## src/rtl/pt_check.sv

```systemverilog
// pt_check: scans a length-prefixed plaintext buffer after an ARC4 decrypt
// and reports whether every payload byte is printable. Byte 0 holds the
// length L; bytes 1..L are each compared against [LO, HI]. The scan stops
// at the first illegal byte. Results are returned over an en/rdy handshake.
module pt_check #(
    parameter logic [7:0] LO = 8'h20,
    parameter logic [7:0] HI = 8'h7E
) (
    input  logic       clk,
    input  logic       rst,
    input  logic       en,
    output logic       rdy,
    output logic [7:0] pt_addr,
    input  logic [7:0] pt_rddata,
    output logic       valid,
    output logic [7:0] bad_idx,
    output logic [7:0] len
);

    typedef enum logic [2:0] {
        S_IDLE      = 3'd0,
        S_LEN_ADDR  = 3'd1,
        S_LEN_DATA  = 3'd2,
        S_BYTE_ADDR = 3'd3,
        S_BYTE_DATA = 3'd4
    } state_t;

    state_t     state_q,   state_d;
    logic       rdy_q,     rdy_d;
    logic       valid_q,   valid_d;
    logic [7:0] bad_idx_q, bad_idx_d;
    logic [7:0] len_q,     len_d;
    logic [7:0] pt_addr_q, pt_addr_d;
    logic [7:0] idx_q,     idx_d;

    // Unsigned inclusive range test for one plaintext byte.
    function automatic logic byte_legal(input logic [7:0] b);
        return (b >= LO) && (b <= HI);
    endfunction

    // Next-state and next-output logic. The address register is loaded on
    // the transition into an ADDR state so the RAM sees it for the whole
    // ADDR cycle and the read data arrives in the following DATA cycle.
    always_comb begin
        state_d   = state_q;
        rdy_d     = rdy_q;
        valid_d   = valid_q;
        bad_idx_d = bad_idx_q;
        len_d     = len_q;
        pt_addr_d = pt_addr_q;
        idx_d     = idx_q;

        case (state_q)
            S_IDLE: begin
                if (en) begin
                    valid_d   = 1'b0;
                    bad_idx_d = 8'd0;
                    len_d     = 8'd0;
                    idx_d     = 8'd0;
                    pt_addr_d = 8'd0;
                    rdy_d     = 1'b0;
                    state_d   = S_LEN_ADDR;
                end
            end

            S_LEN_ADDR: begin
                state_d = S_LEN_DATA;
            end

            S_LEN_DATA: begin
                len_d = pt_rddata;
                if (pt_rddata == 8'd0) begin
                    // Empty string is trivially legal.
                    valid_d = 1'b1;
                    rdy_d   = 1'b1;
                    state_d = S_IDLE;
                end else begin
                    idx_d     = 8'd1;
                    pt_addr_d = 8'd1;
                    state_d   = S_BYTE_ADDR;
                end
            end

            S_BYTE_ADDR: begin
                state_d = S_BYTE_DATA;
            end

            S_BYTE_DATA: begin
                if (!byte_legal(pt_rddata)) begin
                    bad_idx_d = idx_q;
                    valid_d   = 1'b0;
                    rdy_d     = 1'b1;
                    state_d   = S_IDLE;
                end else if (idx_q == len_q) begin
                    // Compared before incrementing so L=255 never wraps.
                    valid_d   = 1'b1;
                    bad_idx_d = 8'd0;
                    rdy_d     = 1'b1;
                    state_d   = S_IDLE;
                end else begin
                    idx_d     = idx_q + 8'd1;
                    pt_addr_d = idx_q + 8'd1;
                    state_d   = S_BYTE_ADDR;
                end
            end

            default: begin
                rdy_d   = 1'b1;
                state_d = S_IDLE;
            end
        endcase
    end

    // State and registered outputs; reset aborts any scan in progress.
    always_ff @(posedge clk or posedge rst) begin
        if (rst) begin
            state_q   <= S_IDLE;
            rdy_q     <= 1'b1;
            valid_q   <= 1'b0;
            bad_idx_q <= 8'd0;
            len_q     <= 8'd0;
            pt_addr_q <= 8'd0;
            idx_q     <= 8'd0;
        end else begin
            state_q   <= state_d;
            rdy_q     <= rdy_d;
            valid_q   <= valid_d;
            bad_idx_q <= bad_idx_d;
            len_q     <= len_d;
            pt_addr_q <= pt_addr_d;
            idx_q     <= idx_d;
        end
    end

    assign rdy     = rdy_q;
    assign valid   = valid_q;
    assign bad_idx = bad_idx_q;
    assign len     = len_q;
    assign pt_addr = pt_addr_q;

endmodule

```

## config.mk

```make
export PLATFORM = sky130hd
export DESIGN_NAME = pt_check
export DESIGN_NICKNAME = d
export VERILOG_FILES = /design/src/rtl/pt_check.sv
export SDC_FILE = /design/constraint.sdc
export NUM_CORES = 1
export LEC_CHECK = 0
export BUFFER_PORTS_ARGS = -buffer_cell sky130_fd_sc_hd__buf_2
export CAP_MARGIN = 40
export CORE_MARGIN = 5
export CORE_UTILIZATION = 52
export DETAILED_ROUTE_END_ITERATION = 12
export PLACE_DENSITY = 0.78
export SYNTH_ARGS = -nofsm -noshare
export SYNTH_HDL_FRONTEND = slang
export SYNTH_SLANG_ARGS = --single-unit
```

## constraint.sdc

```tcl
create_clock -name clk -period 2 [get_ports clk]
set_input_delay 0.1 -clock clk [delete_from_list [all_inputs] [get_ports clk]]
set_output_delay 0.1 -clock clk [all_outputs]
set_load 0.1 [all_outputs]
```

==> impl.org, run 1 <==
** Pwr
- Total power density per cell area :: 1620 mW/mm²
- IR analysis of the VDD net gives a maximum drop of 1400 µV.
- Overall power after layout :: 2.94 mW
- Summed over all cells, the static leakage comes to 0.866 nW.

** Setup path
- Startpoint of the worst-slack reg-to-reg timing path :: state_q[1]
- In this run the critical register-to-register path is captured at idx_q[0].
- Kind of critical path :: reg -> reg
- For flop-to-flop paths, the worst setup slack is 140 ps.
- Critical path's slowest cell :: sky130_fd_sc_hd__dfrtp_1
- Critical path buffers and inverters :: 1
- The largest single stage delay on the critical path is 460 ps.
- CP top delay family :: simple AND/OR/NAND/NOR gates
- Cell depth of the worst flop-to-flop path :: 6
- In this run the worst path has a maximum fanout of 9.
- Data arrives at the worst endpoint at 2080 ps.
- Kind of end point of the critical path :: register
- Kind of start point of the critical path :: register
- Crit-path most repeated cell :: sky130_fd_sc_hd__nor2_1
- Required @ worst endpoint :: 2220 ps
- Traced cell by cell, the critical path runs through nor2_1 > nor2_1 > or3_1 > nand2_2 > inv_2 > mux2_4.

** Placed design
- Placed cells :: 207
- Detailed-placement wirelength estimate :: 2840 µm
- Final weighted congestion in routability-driven placement :: 0.873
- PortBufs :: 36

** Logic synthesis
- Fraction of the yosys area taken by sequential cells :: 0.492
- When the netlist entered floorplanning its net count stood at 152.
- During synthesis, Yosys emitted a total of 0 warnings.
- The cell count after synthesis came out at 140.
- Mapped cell area :: 0.00148 mm²
- Of all flip-flops after synthesis, the portion carrying an async set or reset was 1.00.
- Count of flip-flops with a built-in enable after synthesis :: 0
- Number of register bits inferred by synthesis :: 29
- Dividing the synthesized area by the synthesized cell count gives 10.6 µm².
- For this run, the leading register cell type out of synthesis is sky130_fd_sc_hd__dfrtp_1.
- The synthesized netlist contains 42 unique library cells.

** STA
- Summed over all failing endpoints, the final setup total negative slack is 0 ps.
- Max-Slew Margin vs Limit :: 0.615
- RSZ-0062 raised after global routing :: no
- Final period util :: 0.929
- For this run, the top clock speed supported by timing is 538 MHz.
- The tightest hold path in the finished design has a slack of 21.3 ps.
- Skew final :: 13.1 ps
- At the pin with the least slew margin, the transition time is 577 ps.
- Total count of hold-check failures in the final report :: 0
- The number of pins with negative max-slew slack in the final report came to 0.
- Final Critical Period :: 1860 ps
- Setup violations remaining at the end of the flow were counted as 0.

** Floorplanning
- In this run the horizontal extent of the chip is 63.3 µm.
- I/O pin count :: 37
- Row Count :: 19
- The die covers 0.00401 mm².
- The initial utilization of the core area, before any placement, comes to 0.541.
- The die is 63.3 µm tall.
- Placeable core region :: 0.00273 mm²

** Final layout
- Measured on the finished design, the core utilization comes to 0.666.
- Number of filler cells placed in the layout :: 219
- Storage element area :: 747 µm²
- Excluding fillers, the count of instances in the completed layout stands at 216.
- Proportion of layout cells with a drive suffix above 1 :: 0.405
- Area growth from synthesis to final layout :: 23.2%
- The net count of the finished layout is 196.
- Multi-input gate area :: 692 µm²
- Diodes inserted :: 0

** Detailed routing
- Dividing the detail-routed wire length by the instance count gives 17.5 µm.
- The detail route stage leaves a number of antenna-violating nets equal to 0.
- The final layout contains routed wiring with a total length of 3780 µm.
- The detailed router finished its first iteration with 77 violations.
- The pre-antenna-repair detailed-routing pass consisted of 4 iterations.
- Detailed routing inserted a total of 1339 vias.
- DRC violations left :: 0
- In the routed layout, each cell is associated on average with a via count of 6.20.

** Clocking
- Clock tree synthesis selected as its root buffer the cell sky130_fd_sc_hd__clkbuf_4.
- Longest Clk Path Bufs :: 2
- CTS saw 29 sinks.
- The number of gates resized after CTS was 0.
- Clock H-tree levels :: 2
- In this run, CTS created clock tree buffers numbering 5.
- Clock insertion delay at the later pin of the skew report :: 330 ps
- After clock tree synthesis, the clock-pin slew on the worst setup and hold paths is 90 ps.
- TritonCTS built the clock tree.
- Post-CTS Repair Setup Buffers :: 0

** Hold path
- Hold Path Cell Cnt :: 2
- Hold path startpoint :: pt_rddata[4]
- Min-delay worst type :: in -> reg
- Hold path endpoint :: len[4]

** Run
- Maximum Capacitance Violations :: 0

** GRT
- Total grt overflow :: 0
- GR peak layer :: met2
- For met2 alone, demand over resource in global routing was 0.327.
- In the global route stage, overall resource usage came out at 0.203.
- The initial antenna violation count was 0.
- In the global route stage, met1 resource usage came out at 0.262.
- The via count of the first global-routing pass came to 1351.
- Largest net degree at the start of global routing :: 16
- The first global-routing pass estimated 6490 µm of wire.
- Met3 Resource Use GR :: 0.0533

** Run status
- Status :: complete, no violations
worst max-delay path by stage:
stage	start	endpoint	slack, ps	depth (start not counted)
final	state_q[1]	idx_q[0]	140	6
after global routing	state_q[1]	idx_q[0]	50	6
after CTS	state_q[0]	idx_q[0]	170	6
after detailed placement	state_q[1]	idx_q[0]	180	6
after global placement	state_q[0]	idx_q[0]	230	6
after floorplan	idx_q[2]	idx_q[0]	10	6
synth_stat cells, drive strengths merged, types with 3 or more instances:
cell type	number	share of area
nor2	6	0.015
nand2	6	0.017
buf	3	0.014
a21oi	5	0.017
nor3	4	0.014
nand4	3	0.013
and3	4	0.017
o21ai	11	0.045
or2	4	0.017
inv	8	0.020
dfrtp	28	0.47
a22o	17	0.10
xnor2	8	0.047
nor4	3	0.013
stage by stage:
stage	area, µm²	setup WS (ps)
final	1820	142
after global routing	1820	49.3
after CTS	1820	166
after detailed placement	1730	176
after global placement	1730	232
after floorplan	1500	13.7
logic make-up after synthesis:
| family | share of synthesized area |
|---|---|
| AO/OA/AOI/OAI | 0.246 |
| AND/OR/NAND/NOR | 0.156 |
| multiplexers | 0.0102 |
| adder cells (fa/ha/maj) | 0.00847 |
| flip-flops | 0.492 |
| buffers and inverters | 0.0398 |
| XOR/XNOR | 0.0474 |
timing repair:
action / in CTS / in global routing
endpoints found under the setup margin: 0 / 0
hold buffers: 1 / 0
hold endpoints to repair: 13 / 0
report_power, final:
group	total, mW	internal [mW]	switching, mW
logic	1.55	0.387	1.16
clock network	0.501	0.298	0.203
registers	0.894	0.733	0.160
total	2.94	1.42	1.52
layout make-up:
class                      count  area share
clock buffer                   7      0.0302
sequential                    29       0.410
clock inverter                 1      0.0165
multi-input combinational     98       0.380
timing repair buffer          42       0.125
inverter                       8      0.0165
tap                           31      0.0213
layer usage:
metal	share of wire	vias up
li1	-	613
met1	0.42	655
met2	0.48	62
met3	0.078	9
met4	0.018	0
met5	0	-
sequential cells by signal, summed over array words and instances (netlist names):
register / flops
bad_idx: 8
idx_q: 8
len: 8
rdy: 1
state_q: 3
valid: 1
cells in the final DEF (no fill, tap or decap), types with 2 or more instances in the layout:
| cell type | count |
|---|---|
| sky130_fd_sc_hd__dfrtp_1 | 12 |
| sky130_fd_sc_hd__dfrtp_2 | 16 |
| sky130_fd_sc_hd__or2_2 | 3 |
| sky130_fd_sc_hd__a22o_1 | 17 |
| sky130_fd_sc_hd__nand3_1 | 2 |
| sky130_fd_sc_hd__a21oi_1 | 5 |
| sky130_fd_sc_hd__nor3b_1 | 2 |
| sky130_fd_sc_hd__nor4_1 | 3 |
| sky130_fd_sc_hd__o21ai_0 | 8 |
| sky130_fd_sc_hd__o21bai_1 | 2 |
| sky130_fd_sc_hd__inv_1 | 7 |
| sky130_fd_sc_hd__and3_1 | 4 |
| sky130_fd_sc_hd__buf_2 | 36 |
| sky130_fd_sc_hd__o31ai_1 | 2 |
| sky130_fd_sc_hd__clkbuf_4 | 5 |
| sky130_fd_sc_hd__xnor2_1 | 8 |
| sky130_fd_sc_hd__nand2_1 | 5 |
| sky130_fd_sc_hd__o21ai_2 | 3 |
| sky130_fd_sc_hd__nand4_1 | 3 |
| sky130_fd_sc_hd__o22a_1 | 2 |
| sky130_fd_sc_hd__buf_4 | 5 |
| sky130_fd_sc_hd__nor2b_1 | 2 |
| sky130_fd_sc_hd__nor3_1 | 4 |
| sky130_fd_sc_hd__nor2_1 | 6 |
(Power assumes the default switching activity.)
==> run 2: changes to the inputs <==
--- a/constraint.sdc
+++ b/constraint.sdc
@@ -3,2 +3,2 @@
 set_output_delay 0.1 -clock clk [all_outputs]
-set_load 0.1 [all_outputs]
+set_load 0.02 [all_outputs]
==> run 2 against run 1 <==
Worst hold slack gained 7.1 ps. Non-clock buffer count grew 1. Die area is the same. Clock skew shrank 4.4 ps. Global-route usage shrank 0.44 points. Highest routed layer unchanged. Critical path depth is the same. Register-to-register slack is essentially flat. Routed wire length shrank 6.2%. Final cell count grew 0.46%. Worst setup slack lost 1.2 ps. Sequential power shrank 2.3%. Largest cell class unchanged. Sequential share of layout area shrank 0.058 points.
==> impl.org, run 2 (synthesis results as in run 1) <==
** Run status
- Status :: complete, no violations

** Setup path
- The number of buffers and inverters on the critical path was 1 (unchanged).
- Required @ worst endpoint :: 2220 ps (about the same)
- CP top delay family :: simple AND/OR/NAND/NOR gates
- The slowest stage of the critical path is the sky130_fd_sc_hd__dfrtp_1 cell.
- Cell depth of the worst flop-to-flop path :: 6 (unchanged)
- The worst register-to-register path begins at idx_q[1].
- The critical path goes through xnor2_1 > nand4_1 > or3_1 > nand2_2 > inv_2 > mux2_4.
- The data arrival time at the worst-slack endpoint is 2080 ps (about the same).
- Worst setup endpoint :: idx_q[0]
- Logic depth of the worst setup path including buffers :: 6 (unchanged)
- R2R Path End :: idx_q[0]
- The largest driver fanout on the critical path is 6 (-3).
- Kind of start point of the critical path :: register
- Highest cell delay on the worst timing path :: 470 ps (about the same)
- Kind of end point of the critical path :: register
- The worst-case register-to-register setup slack is 140 ps (about the same).
- In this run the worst setup path begins at idx_q[1].
- Kind of critical path :: reg -> reg

** Final layout
- The library cells used most frequently in the layout, excluding fill and tap cells, are 36 x sky130_fd_sc_hd__buf_2, 28 x sky130_fd_sc_hd__dfrtp_1, 17 x sky130_fd_sc_hd__a22o_1, 8 x sky130_fd_sc_hd__xnor2_1, 8 x sky130_fd_sc_hd__o21ai_0.
- Final non-filler cell total :: 217 (+0.46%)
- Proportion of layout cells with a drive suffix above 1 :: 0.323 (-0.0828)
- Leading cell type in the layout, fill and taps excluded :: sky130_fd_sc_hd__buf_2
- The final antenna diode count was 0 (unchanged).
- Storage element area :: 727 µm² (-2.7%)
- Number of filler cells placed in the layout :: 238 (+8.7%)
- The cell area after layout was 0.00177 mm² (-2.5%).
- Number of nets in the layout :: 197 (+0.51%)
- Area growth from synthesis to final layout :: 20.1%
- The area occupied by multi-input gates was 692 µm² (unchanged).

** STA
- Sum Neg Setup Slack :: 0 ps (unchanged)
- The worst max-slew margin expressed relative to the limit is 0.636 (+0.0208).
- Number of endpoints failing setup at the final stage :: 0 (unchanged)
- The final hold violation count was 0 (unchanged).
- The slack of the critical path was 141 ps (-1.21 ps).
- Max-slew violation total from the final report :: 0 (unchanged)
- RSZ-0062 raised after global routing :: no
- The share of the clock period used by the worst path came to 0.930 (about the same).
- The upper clock frequency limit was 538 MHz (about the same).
- Tightest Pin Transition :: 546 ps (-31.2 ps)
- Final Critical Period :: 1860 ps (+1.21 ps)
- Skew final :: 8.70 ps (-4.39 ps)

** Clocking
- CTS clock-pin slew for the worst setup and hold paths :: 90 ps (about the same)
- Number of cells upsized or downsized after cts :: 0 (unchanged)
- The count of clock tree sinks is 29 (unchanged).
- The maximum number of buffers from clock root to sink was 2 (unchanged).
- The TritonCTS buffer count was 5 (unchanged).
- TritonCTS clock tree :: done
- The count of H-tree levels built during CTS was 2 (unchanged).
- The tree is rooted in a sky130_fd_sc_hd__clkbuf_4.
- Clock insertion delay at the later pin of the skew report :: 330 ps (about the same)

** Hold path
- The tightest min-delay check is of the in -> reg type.

** Floorplanning
- Initial standard-cell utilization of the core :: 0.541 (unchanged)
- The total die area is 0.00401 mm² (unchanged).
- Placeable core region :: 0.00273 mm² (unchanged)
- Row Count :: 19 (unchanged)
- The die height is 63.3 µm (unchanged).
- The die width came to 63.3 µm (unchanged).
- The I/O pin count is 37 (unchanged).

** Pwr
- The internal power consumption came to 1.24 mW (-13%).
- The leakage power was 0.882 nW (+1.8%).
- The net switching power was 0.906 mW (-41%).
- Total power density per cell area :: 1210 mW/mm² (-25%)
- Share of total power consumed by net switching :: 0.422 (-0.0954)
- The sequential group share of total power came to 0.407 (+0.103).
- Overall power after layout :: 2.15 mW (-27%)
- Clock share of power :: 0.155 (-0.015)
- The worst-case vdd ir drop was 875 µV (-38%).
- Logic pwr share :: 0.438 (-0.088)

** GRT
- Via count of the first global-routing pass :: 1352 (+0.074%)
- Antenna violations before repair :: 0 (unchanged)
- Met3 Resource Use GR :: 0.0746 (+0.0213)
- The pin count of the biggest net entering global routing came to 17 (+1).
- The routing usage on met1 is 0.252 (-0.00996).
- Global-route track usage on met2 :: 0.309 (-0.0179)
- Total global-route track usage :: 0.199 (-0.00441)
- Wire length of the first global-routing pass :: 6240 µm (-3.9%)
- Total grt overflow :: 0 (unchanged)
- In this run the most used layer during global routing was met2.

** Detailed routing
- Detail Route Antenna Nets :: 0 (unchanged)
- The number of detailed-route iterations in the first pass was 4 (unchanged).
- Via count of the routed design :: 1298 (-3.1%)
- The iteration-0 DRC count of the detailed router is 46 (-40%).
- Total wire length :: 3550 µm (-6.2%)
- Routed len/inst :: 16.3 µm (-6.6%)
- The remaining routing DRC violations is 0 (unchanged).
- The average via count per standard cell came to 5.98 (-3.5%).

** Placed design
- The number of placed instances with taps included is 208 (+0.48%).
- The total half-perimeter wirelength after legalization and detailed placement came to 2710 µm (-4.8%).
- The placed instance area is 0.00171 mm² (-0.73%).
- Final weighted congestion in routability-driven placement :: 0.914 (+4.7%)
- PortBufs :: 36 (unchanged)
- The pre-CTS worst setup slack came to 168 ps (-7.68 ps).

** Run
- The max-capacitance violation count was 0 (unchanged).
==> run 2: cell count changes in the layout (fill, tap and decap cells not counted) <==
| cell | before | now |
|---|---|---|
| sky130_fd_sc_hd__buf_4 | 5 | 6 |
| sky130_fd_sc_hd__bufinv_16 | 1 | 0 |
| sky130_fd_sc_hd__clkbuf_8 | 1 | 0 |
| sky130_fd_sc_hd__dfrtp_2 | 16 | 0 |
| sky130_fd_sc_hd__clkinv_2 | 0 | 2 |
| sky130_fd_sc_hd__dfrtp_1 | 12 | 28 |
==> run 2: worst min-delay path by stage <==
stage / slack (ps) / start / endpoint / cells after the start
finish: 30 / pt_rddata[1] / len[1] / 2
global route: 20 / pt_rddata[0] / len[0] / 2
CTS: 20 / pt_rddata[1] / len[1] / 2
detailed placement: 170 / rst / state_q[0] / 2
global placement: 160 / rst / state_q[0] / 2
floorplan: 180 / rst / bad_idx[0] / 1
==> run 2: final cells by class <==
type,instances,area share
clock buffer,6,0.0233
timing repair buffer,43,0.133
multi-input combinational,98,0.390
sequential,29,0.410
inverter,8,0.0169
tap,31,0.0219
clock inverter,2,0.00564
==> run 2: layer usage <==
layer / share of wire / wire (µm) / vias up
li1: - / - / 623
met1: 0.46 / 1640 / 629
met2: 0.46 / 1650 / 42
met3: 0.063 / 222 / 4
met4: 0.011 / 39 / 0
met5: 0 / 0 / -
==> run 2: power groups by stage <==
stage / Sequential, mW / Clock (mW) / Combinational [mW]
6_report: 0.873 / 0.333 / 0.939
3_3_place_gp: 0.875 / 0 / 0.907
5_1_grt: 0.896 / 0.370 / 1.04
4_1_cts: 0.872 / 0.338 / 0.939
3_5_place_dp: 0.881 / 0 / 0.938
2_1_floorplan: 0.960 / 0 / 0.601
==> run 2: timing repair <==
| action | in CTS | in global routing |
|---|---|---|
| endpoints found under the hold margin | 12 | 0 |
| buffers inserted | 0 | 0 |
| hold buffers | 1 | 0 |
==> run 2: stage by stage <==
| stage | utilization | hold slack [ps] |
|---|---|---|
| 2_1_floorplan | - | 177 |
| 3_3_place_gp | 0.627 | 165 |
| 3_5_place_dp | 0.627 | 175 |
| 4_1_cts | 0.649 | 19.3 |
| 5_1_grt | 0.649 | 17.5 |
| 6_report | 0.649 | 28.4 |
